**config.mk**
```make
export PLATFORM = sky130hd
export DESIGN_NAME = mbt_pixel_dispatcher
export DESIGN_NICKNAME = d
export VERILOG_FILES = /design/src/rtl/mbt_pkg.sv /design/src/rtl/mbt_coord_gen.sv /design/src/rtl/mbt_pixel_dispatcher.sv
export SDC_FILE = /design/constraint.sdc
export NUM_CORES = 1
export LEC_CHECK = 0
export CORE_MARGIN = 4
export CORE_UTILIZATION = 42
export CTS_CLUSTER_SIZE = 20
export DETAILED_ROUTE_END_ITERATION = 8
export HOLD_SLACK_MARGIN = 0.12
export PLACE_DENSITY = 0.75
export SYNTH_ARGS = -nofsm -noshare
export SYNTH_HDL_FRONTEND = slang
export SYNTH_SLANG_ARGS = --single-unit
```
**constraint.sdc**
```tcl
create_clock -name clk -period 2.2 [get_ports clk]
set_input_delay 0.44 -clock clk [delete_from_list [all_inputs] [get_ports clk]]
set_output_delay 0.44 -clock clk [all_outputs]
set_load 0.05 [all_outputs]
```
**src/rtl/mbt_pkg.sv**
```systemverilog
// Shared definitions for the Mandelbrot pixel dispatcher.
// Covers the Q4.11 coordinate format, the default view window, grid steps and the FSM encoding.
package mbt_pkg;

    localparam int FRAC_BITS = 11;
    localparam int WIDTH     = 16;

    localparam logic signed [WIDTH-1:0] X_MIN_DEF = 16'shF000;
    localparam logic signed [WIDTH-1:0] Y_MAX_DEF = 16'sh0960;

    localparam int         ITER_MAX     = 99;
    localparam logic [6:0] TIMEOUT_CODE = 7'h7F;

    typedef enum logic [2:0] {
        S_IDLE,
        S_ARST,
        S_ASTART,
        S_WAIT,
        S_EMIT,
        S_NEXT
    } state_t;

    // Each zoom level halves the distance between neighbouring pixels.
    function automatic logic signed [WIDTH-1:0] grid_step(input logic [1:0] zoom);
        logic signed [WIDTH-1:0] step;
        case (zoom)
            2'd0:    step = 16'sh0008;
            2'd1:    step = 16'sh0004;
            2'd2:    step = 16'sh0002;
            default: step = 16'sh0001;
        endcase
        return step;
    endfunction

endpackage

```
**src/rtl/mbt_coord_gen.sv**
```systemverilog
// Raster walker: pixel counters, incremental Q4.11 coordinates and the linear pixel address.
// Uses only adders. The coordinates wrap modulo 2^16.
module mbt_coord_gen
    import mbt_pkg::*;
#(
    parameter int               H_RES  = 800,
    parameter int               V_RES  = 600,
    parameter int               ADDR_W = 19,
    parameter logic [WIDTH-1:0] X_MIN  = X_MIN_DEF,
    parameter logic [WIDTH-1:0] Y_MAX  = Y_MAX_DEF
) (
    input  logic                    clk,
    input  logic                    rst_n,
    input  logic                    load,
    input  logic                    advance,
    input  logic [1:0]              zoom_level,
    output logic signed [WIDTH-1:0] c_real,
    output logic signed [WIDTH-1:0] c_img,
    output logic [ADDR_W-1:0]       addr,
    output logic                    last_col,
    output logic                    last_pix
);

    localparam int X_W = $clog2(H_RES + 1);
    localparam int Y_W = $clog2(V_RES + 1);

    logic [X_W-1:0]          x;
    logic [Y_W-1:0]          y;
    logic signed [WIDTH-1:0] step;

    assign last_col = (x == X_W'(H_RES - 1));
    assign last_pix = last_col && (y == Y_W'(V_RES - 1));

    always_ff @(posedge clk or negedge rst_n) begin
        if (!rst_n) begin
            step   <= grid_step(2'd0);
            x      <= '0;
            y      <= '0;
            c_real <= X_MIN;
            c_img  <= Y_MAX;
            addr   <= '0;
        end else if (load) begin
            step   <= grid_step(zoom_level);
            x      <= '0;
            y      <= '0;
            c_real <= X_MIN;
            c_img  <= Y_MAX;
            addr   <= '0;
        end else if (advance) begin
            addr <= addr + ADDR_W'(1);
            // End of line: the imaginary axis points up, so moving down the screen subtracts.
            if (last_col) begin
                x      <= '0;
                c_real <= X_MIN;
                y      <= y + Y_W'(1);
                c_img  <= c_img - step;
            end else begin
                x      <= x + X_W'(1);
                c_real <= c_real + step;
            end
        end
    end

endmodule

```
**src/rtl/mbt_pixel_dispatcher.sv**
```systemverilog
// Frame dispatcher: runs one ALU job per pixel in raster order.
// Each pixel's iteration count (or the timeout code) goes to the frame-buffer writer.
module mbt_pixel_dispatcher
    import mbt_pkg::*;
#(
    parameter int               H_RES   = 800,
    parameter int               V_RES   = 600,
    parameter int               ADDR_W  = 19,
    parameter logic [WIDTH-1:0] X_MIN   = 16'hF000,
    parameter logic [WIDTH-1:0] Y_MAX   = 16'h0960,
    parameter int               TIMEOUT = 255
) (
    input  logic                    clk,
    input  logic                    rst_n,
    input  logic                    frame_start,
    input  logic [1:0]              zoom_level,
    output logic                    busy,
    output logic                    frame_done,
    output logic                    alu_rst,
    output logic                    alu_start,
    output logic signed [WIDTH-1:0] alu_c_real,
    output logic signed [WIDTH-1:0] alu_c_img,
    input  logic                    alu_valid,
    input  logic [6:0]              alu_iter,
    output logic                    pix_valid,
    input  logic                    pix_ready,
    output logic [ADDR_W-1:0]       pix_addr,
    output logic [6:0]              pix_data,
    output logic                    timeout_err
);

    localparam int TMO_W = $clog2(TIMEOUT + 1);

    state_t            state;
    logic [TMO_W-1:0]  tmo_cnt;
    logic [ADDR_W-1:0] addr;
    logic              last_col;
    logic              last_pix;
    logic              load;
    logic              advance;

    assign load    = (state == S_IDLE) && frame_start;
    assign advance = (state == S_NEXT);

    mbt_coord_gen #(
        .H_RES  (H_RES),
        .V_RES  (V_RES),
        .ADDR_W (ADDR_W),
        .X_MIN  (X_MIN),
        .Y_MAX  (Y_MAX)
    ) u_coord (
        .clk        (clk),
        .rst_n      (rst_n),
        .load       (load),
        .advance    (advance),
        .zoom_level (zoom_level),
        .c_real     (alu_c_real),
        .c_img      (alu_c_img),
        .addr       (addr),
        .last_col   (last_col),
        .last_pix   (last_pix)
    );

    always_ff @(posedge clk or negedge rst_n) begin
        if (!rst_n) begin
            state       <= S_IDLE;
            busy        <= 1'b0;
            frame_done  <= 1'b0;
            alu_rst     <= 1'b1;
            alu_start   <= 1'b0;
            pix_valid   <= 1'b0;
            pix_addr    <= '0;
            pix_data    <= '0;
            timeout_err <= 1'b0;
            tmo_cnt     <= '0;
        end else begin
            frame_done <= 1'b0;
            case (state)
                S_IDLE: begin
                    if (frame_start) begin
                        timeout_err <= 1'b0;
                        busy        <= 1'b1;
                        state       <= S_ARST;
                    end
                end
                S_ARST: begin
                    alu_rst   <= 1'b0;
                    alu_start <= 1'b1;
                    state     <= S_ASTART;
                end
                S_ASTART: begin
                    alu_start <= 1'b0;
                    tmo_cnt   <= '0;
                    state     <= S_WAIT;
                end
                // A result arriving on the final allowed cycle still wins over the timeout.
                S_WAIT: begin
                    if (alu_valid) begin
                        pix_data  <= alu_iter;
                        pix_addr  <= addr;
                        pix_valid <= 1'b1;
                        state     <= S_EMIT;
                    end else if (tmo_cnt == TMO_W'(TIMEOUT - 1)) begin
                        pix_data    <= TIMEOUT_CODE;
                        pix_addr    <= addr;
                        pix_valid   <= 1'b1;
                        timeout_err <= 1'b1;
                        state       <= S_EMIT;
                    end else begin
                        tmo_cnt <= tmo_cnt + TMO_W'(1);
                    end
                end
                S_EMIT: begin
                    if (pix_ready) begin
                        pix_valid <= 1'b0;
                        state     <= S_NEXT;
                    end
                end
                S_NEXT: begin
                    alu_rst <= 1'b1;
                    if (last_col && last_pix) begin
                        frame_done <= 1'b1;
                        busy       <= 1'b0;
                        state      <= S_IDLE;
                    end else begin
                        state <= S_ARST;
                    end
                end
                default: state <= S_IDLE;
            endcase
        end
    end

endmodule

```
==> impl_metrics.tcl, run 1 <==
set metrics [dict create \
    cts_buffer_depth 2 \
    fin_skew_ns 0.00653 \
    vias 5175 \
    hold_viol_final 0 \
    wl_microns 15300 \
    cp_data_required_time_ns 1.76 \
    yosys_warnings 0 \
    route.detailed.drc 0 \
    num_rows 43 \
    grt_max_degree 38 \
    dieArea_sq_um 16400 \
    slew_viol_final 0 \
    status "completed" \
    worst_skew_pair.late_latency_ns 0.42 \
    path_cells "clkdlybuf4s50_1" \
    synthArstFlopShare_pct 100 \
    worst_pin_slew_ns 0.629 \
    drive_above_1_share_pct 18.3 \
    start_util_pct 43.2 \
    post_cts_buffers 0 \
    p_leak_nw 3.50 \
    cts_max_level 4 \
    hold_ws_ns 0.488 \
    setup_violations 0 \
    critPathLaunchType "flip-flop" \
    synth-main-ff-cell "dfrtp_1" \
    core_sq_um 14000 \
    hpwlAfterDp_microns 10700 \
    cp-end-kind "primary output" \
    pin_count 78 \
    finalCriticalPeriod_ns 2.16 \
    grt_pass1_wl_microns 25700 \
    avgRoutedWirePerCell_microns 17.0 \
    fin_crit_sh_pct 98.4 \
    path_delay_family "buffers and inverters" \
    drtIter0Drc 310 \
    drtPass1Iterations 4 \
    worst-path-max-fanout 6 \
    gp_congestion 0.833 \
    pwr_density_cell_nw_per_um2 1170 \
    slew-limit-headroom_pct 57.9 \
    critPathArrivalTime_ns 1.72 \
    synth-edff-count 0 \
    grt_pass1_vias 5353 \
    max_cap_viol_count 0 \
    synthesis.area_sq_um 6070 \
    die_x_microns 128 \
    clk_pin_slew_worst_paths_ns 0.06 \
    clock_sinks 118 \
    ant_nets 0 \
    diodes 0 \
    hold_path_class "reg -> reg" \
    synthDistinctLibCells 64 \
    ir_drop_v 0.000520 \
    crit_buf_inv 1 \
    cts_buffers 17 \
    rsz0062_at_grt "true" \
    via_per_inst 5.78 \
    syn_nets 625 \
    antenna_found_initial 0 \
    power_mw 9.38 \
    synth.avg_cell_area_sq_um 10.2 \
    yosysSeqAreaShare_pct 48.9 \
    cts-root-buf "clkbuf_16" \
    crit_type "reg -> out" \
    cts_tree "built" \
    synthCells 596 \
    ys_seq_elements 118 \
    fp.dieH_microns 128 \
    finalNetCount 732 \
    max_freq_ghz 0.462 \
    synthToLayoutAreaGrowth_pct 32.1 \
    gr-total-overflow 0 \
    grtUsageTotal_pct 19.4 \
    portBuffers 77 \
    crit_slowest_cell "clkdlybuf4s50_1" \
    tns_ns 0 \
    cpPeakStageDelay_ns 0.86 \
]
-- cells by family (layout without fill, tap and decap cells) --
group                      after synthesis  after routing  synth area share (%)
and+or+nand+nor                        227            227                  20.6
AOI/OAI and AO/OA                      134            134                  15.3
DFF                                    118            118                  48.9
buffers and inverters                   50            170                  3.32
muxes                                   34             34                  6.00
xor gates and xnor gates                18             18                  2.60
adders and majority gates               15             15                  3.34
-- report_power, final --
part / internal (mW) / leakage [nW] / switching, mW
clock: 1.85 / 0.285 / 1.04
combinational: 1.32 / 1.66 / 2.23
sequential: 2.57 / 1.55 / 0.373
-- routing by layer --
layer | global-route usage (%) | up-vias | share of wire [%]
li1 | - | 2447 | -
met1 | 24.2 | 2598 | 44
met2 | 32.2 | 106 | 51
met3 | 5.00 | 24 | 3.2
met4 | 7.24 | 0 | 1.8
met5 | 0 | - | 0
-- area by class of cell --
class / count / area (sq um)
clock buffers: 19 / 453
clock inverters: 13 / 170
well taps: 180 / 225
multi-input cells: 428 / 3000
fillers: 1156 / 6020
flip-flops and latches: 118 / 2970
repair buffers: 121 / 1130
inverters: 17 / 63.8
-- repair_timing --
| item | 4_1_cts | 5_1_grt |
|---|---|---|
| pin swaps | 0 | 1 |
| setup endpoints to repair | 13 | 13 |
| hold buffers | 1 | 0 |
| resized for setup | 13 | 19 |
| endpoints found under the hold margin | 25 | 0 |
-- through the flow --
step / util, % / worst slack, ns / area (sq um) / cells
6_report: 57.1 / 0.0356 / 8020 / 896
5_1_grt: 57.1 / -0.0159 / 8020 / 896
4_1_cts: 56.6 / 0.0241 / 7950 / 896
3_5_place_dp: 52.1 / -0.286 / 7320 / 863
3_3_place_gp: 52.1 / -0.230 / 7320 / 863
2_1_floorplan: - / 0.0542 / 6100 / 596
-- cells in the mapped netlist, types with 4 or more instances --
cell,number,area share (%)
o22a_1,7,1.0
inv_1,17,1.1
nand4_1,10,1.0
dfrtp_1,108,45
nor2_1,35,2.2
and4_1,7,1.0
xor2_1,9,1.3
nand3b_1,5,0.62
and3_1,12,1.2
nand2_1,46,2.8
o211ai_1,9,1.1
xnor2_1,9,1.3
and2_1,5,0.52
a211oi_1,7,0.87
mux2_2,19,3.5
o41ai_1,5,0.72
o2111ai_1,6,0.87
dfstp_2,10,4.3
nand3_1,32,2.6
ha_1,13,2.7
o31ai_1,7,0.87
a21oi_1,22,1.8
o311ai_0,4,0.58
buf_2,5,0.41
clkbuf_1,26,1.6
or3_1,21,2.2
or4_1,13,1.6
nor2b_1,4,0.41
mux2i_1,15,2.5
o21ai_0,35,2.9
a2111oi_0,6,0.87
nand2b_1,11,1.1
nor3_1,9,0.74
-- cell usage in the layout, fill, tap and decap left out, types with 10 or more instances in the layout --
master and count:
clkbuf_16 17, o21ai_0 35, nand3_1 32, dfstp_2 10, or4_1 13, mux2_2 19, and3_1 12, dfrtp_1 104
mux2i_1 15, nand4_1 10, or3_1 19, inv_1 16, dlygate4sd2_1 10, nand2b_1 10, ha_1 12, a21oi_1 22
nand2_1 46, clkdlybuf4s50_1 61, buf_4 42, nor2_1 35
-- worst paths after layout --
kind                       slack (ns)                from  cells after the start                 to
min in group asynchronous        0.52               rst_n                      2  u_coord.c_img[15]
max in group asynchronous        0.95               rst_n                      3   u_coord.addr[13]
min                              0.49             alu_rst                      2            alu_rst
max reg2reg                      0.07     u_coord.step[3]                      6   u_coord.c_img[8]
min reg2reg                      0.49             alu_rst                      2            alu_rst
max                              0.04  u_coord.c_real[11]                      1     alu_c_real[11]
-- sequential cells by signal, summed over array words and instances (netlist names) --
signal and cells:
timeout_err 1, u_coord.x 10, frame_done 1, u_coord.step 4, u_coord.addr 19, pix_addr 19
u_coord.c_img 16, alu_start 1, u_coord.y 10, pix_data 7, busy 1, u_coord.c_real 16
tmo_cnt 8, state 3, pix_valid 1, alu_rst 1
No activity file was read; power rests on OpenSTA's default activity.
==> run 2, diff against run 1 <==
- CORE_UTILIZATION: 42 -> 35
- PLACE_DENSITY: 0.75 -> 0.66
==> run 2 against run 1 <==
Critical path depth is 5 higher. Fmax shrank 0.20%. First-iteration DRC count grew 26%. Utilization decreased by 9.2 points. Sequential share of layout area decreased by 0.063 points. Critical path type is now reg -> reg. Total power down 2.3%. Flip-flop and latch count unchanged. Via count is 0.21% lower. Highest routed layer unchanged. Worst hold slack gained 0.0017 ns. Setup slack worse by 0.0043 ns. Die area up 19%.
==> impl_metrics.tcl, run 2 (synthesized netlist as in run 1, its figures left out) <==
set metrics [dict create \
    intPower_mw 5.56 \
    worst_skew_pair.late_latency_ns 0.42 \
    grt_use_met3_pct 3.12 \
    grt_max_degree 38 \
    cts_buffers 17 \
    critPathLaunchType "flip-flop" \
    preCtsSetupSlack_ns -0.403 \
    diodes 0 \
    crit_buf_inv 1 \
    cp-end-kind "flip-flop" \
    cts-root-buf "clkbuf_16" \
    ir_drop_v 0.000568 \
    clk_pin_slew_worst_paths_ns 0.06 \
    fin_skew_ns 0.00978 \
    path_delay_family "simple AND/OR/NAND/NOR gates" \
    worst_pin_slew_ns 0.589 \
    cp-endpoint "u_coord.c_img[9]" \
    gr-total-overflow 0 \
    fin_crit_sh_pct 98.6 \
    slew_viol_final 0 \
    slew-limit-headroom_pct 60.7 \
    p_switching_mw 3.60 \
    crit_slowest_cell "dfstp_2" \
    crit_cells 6 \
    layout_commonest_cell "dfrtp_1" \
    critPathArrivalTime_ns 2.50 \
    max_freq_ghz 0.461 \
    grt_pass1_wl_microns 26100 \
    grt_use_met2_pct 27.3 \
    drtPass1Iterations 5 \
    crit_type "reg -> reg" \
    hpwlAfterDp_microns 11100 \
    grt_pass1_vias 5179 \
    stdcell_count 940 \
    hold_path_class "reg -> reg" \
    finalNetCount 736 \
    rsz0062_at_grt "true" \
    cpMostUsedCell "or3_1" \
    clockPowerShare_pct 29.7 \
    r2r_start "u_coord.step[3]" \
    avgRoutedWirePerCell_microns 16.3 \
    hold_viol_final 0 \
    grtUsageTotal_pct 16.2 \
    worst-path-max-fanout 2 \
    grt_use_met1_pct 20.4 \
    core_sq_um 16800 \
    via_per_inst 5.49 \
    drive_above_1_share_pct 17.9 \
    place_inst 907 \
    setup_ws_ns 0.0313 \
    drtIter0Drc 390 \
    finalCriticalPeriod_ns 2.17 \
    gp_congestion 0.845 \
    startpoint "u_coord.step[3]" \
    r2r_setup_slack_ns 0.03 \
    cts_max_level 4 \
    path_cells "inv_1 -> ha_1 -> or3_1 -> or3_1 -> a2111oi_2 -> mux2i_1" \
    p_leak_nw 3.47 \
    wl_microns 15300 \
    post_cts_buffers 0 \
    mostFrequentLayoutCells "104 x dfrtp_1, 64 x clkdlybuf4s50_1, 46 x nand2_1, 46 x buf_4" \
    reg2reg_depth 6 \
    reg_top3 "pix_addr: 19 flops, u_coord.addr: 19 flops" \
    ant_nets 0 \
    cts_buffer_depth 2 \
    cts_tree "built" \
    cpPeakStageDelay_ns 0.54 \
    busiest_layer "met2" \
    status "completed" \
    switching_share_pct 39.3 \
    start_util_pct 36.2 \
    num_rows 47 \
    max_cap_viol_count 0 \
    combPwrFrac_pct 38.4 \
    p_seq_share_pct 31.9 \
    synthToLayoutAreaGrowth_pct 32.3 \
    clock_sinks 118 \
    portBuffers 77 \
    cp_data_required_time_ns 2.54 \
    antenna_found_initial 0 \
    route.detailed.drc 0 \
    dieArea_sq_um 19500 \
    final_util_pct 47.9 \
    pwr_density_cell_nw_per_um2 1140 \
    setup_violations 0 \
    die_x_microns 140 \
    pin_count 78 \
    vias 5164 \
    r2r-end "u_coord.c_img[9]" \
    fp.dieH_microns 140 \
]
## run 2: power by group through the flow
| stage | clock network [mW] | registers (mW) | logic, mW |
|---|---|---|---|
| 3_3_place_gp | 0 | 2.93 | 3.40 |
| 5_1_grt | 2.88 | 2.98 | 3.84 |
| 4_1_cts | 2.78 | 2.92 | 3.52 |
| 2_1_floorplan | 0 | 3.64 | 1.55 |
| 3_5_place_dp | 0 | 2.96 | 3.50 |
| 6_report | 2.72 | 2.92 | 3.52 |
## run 2: metal layers
| metal | vias up | share of wire (%) |
|---|---|---|
| met1 | 2584 | 43 |
| met4 | 0 | 1.8 |
| met5 | - | 0 |
| li1 | 2446 | - |
| met3 | 23 | 3.5 |
| met2 | 111 | 52 |
## run 2: worst min-delay path by stage
stage,from,endpoint,depth (start not counted)
final,alu_rst,alu_rst,2
after global routing,pix_data[3],pix_data[3],1
after CTS,alu_rst,alu_rst,2
after detailed placement,rst_n,u_coord.c_img[10],1
after global placement,rst_n,u_coord.c_img[10],1
after floorplan,rst_n,alu_start,0
## run 2: layout make-up
type	count	area [sq um]
Tap cell	220	275
Clock inverter	14	153
Timing Repair Buffer	125	1170
Inverter	17	63.8
Clock buffer	18	429
Sequential cell	118	2970
Fill cell	1536	8730
Multi-Input combinational cell	428	2970
## run 2: metrics by stage
stage	cell area (sq um)	setup TNS (ns)	hold slack (ns)	total power, mW
final	8030	0	0.490	9.16
after global routing	8030	-0.0206	0.519	9.70
after CTS	8010	0	0.494	9.23
after detailed placement	7410	-5.84	0.458	6.46
after global placement	7410	-3.79	0.453	6.33
after floorplan	6100	0	0.144	5.19
## run 2: timing repair
action                                  4_1_cts  5_1_grt
endpoints found under the setup margin       14       10
gates cloned                                  0        0
hold buffers                                  1        0
pin swaps                                     0        1
resized for setup                            13        8
hold endpoints to repair                     28        0
## run 2: tightest hold or removal path, cell delays in order, from the launching register on
cell	delay [ns]
dfstp_2	0.36
o21ai_0	0.07
nand2_1	0.06
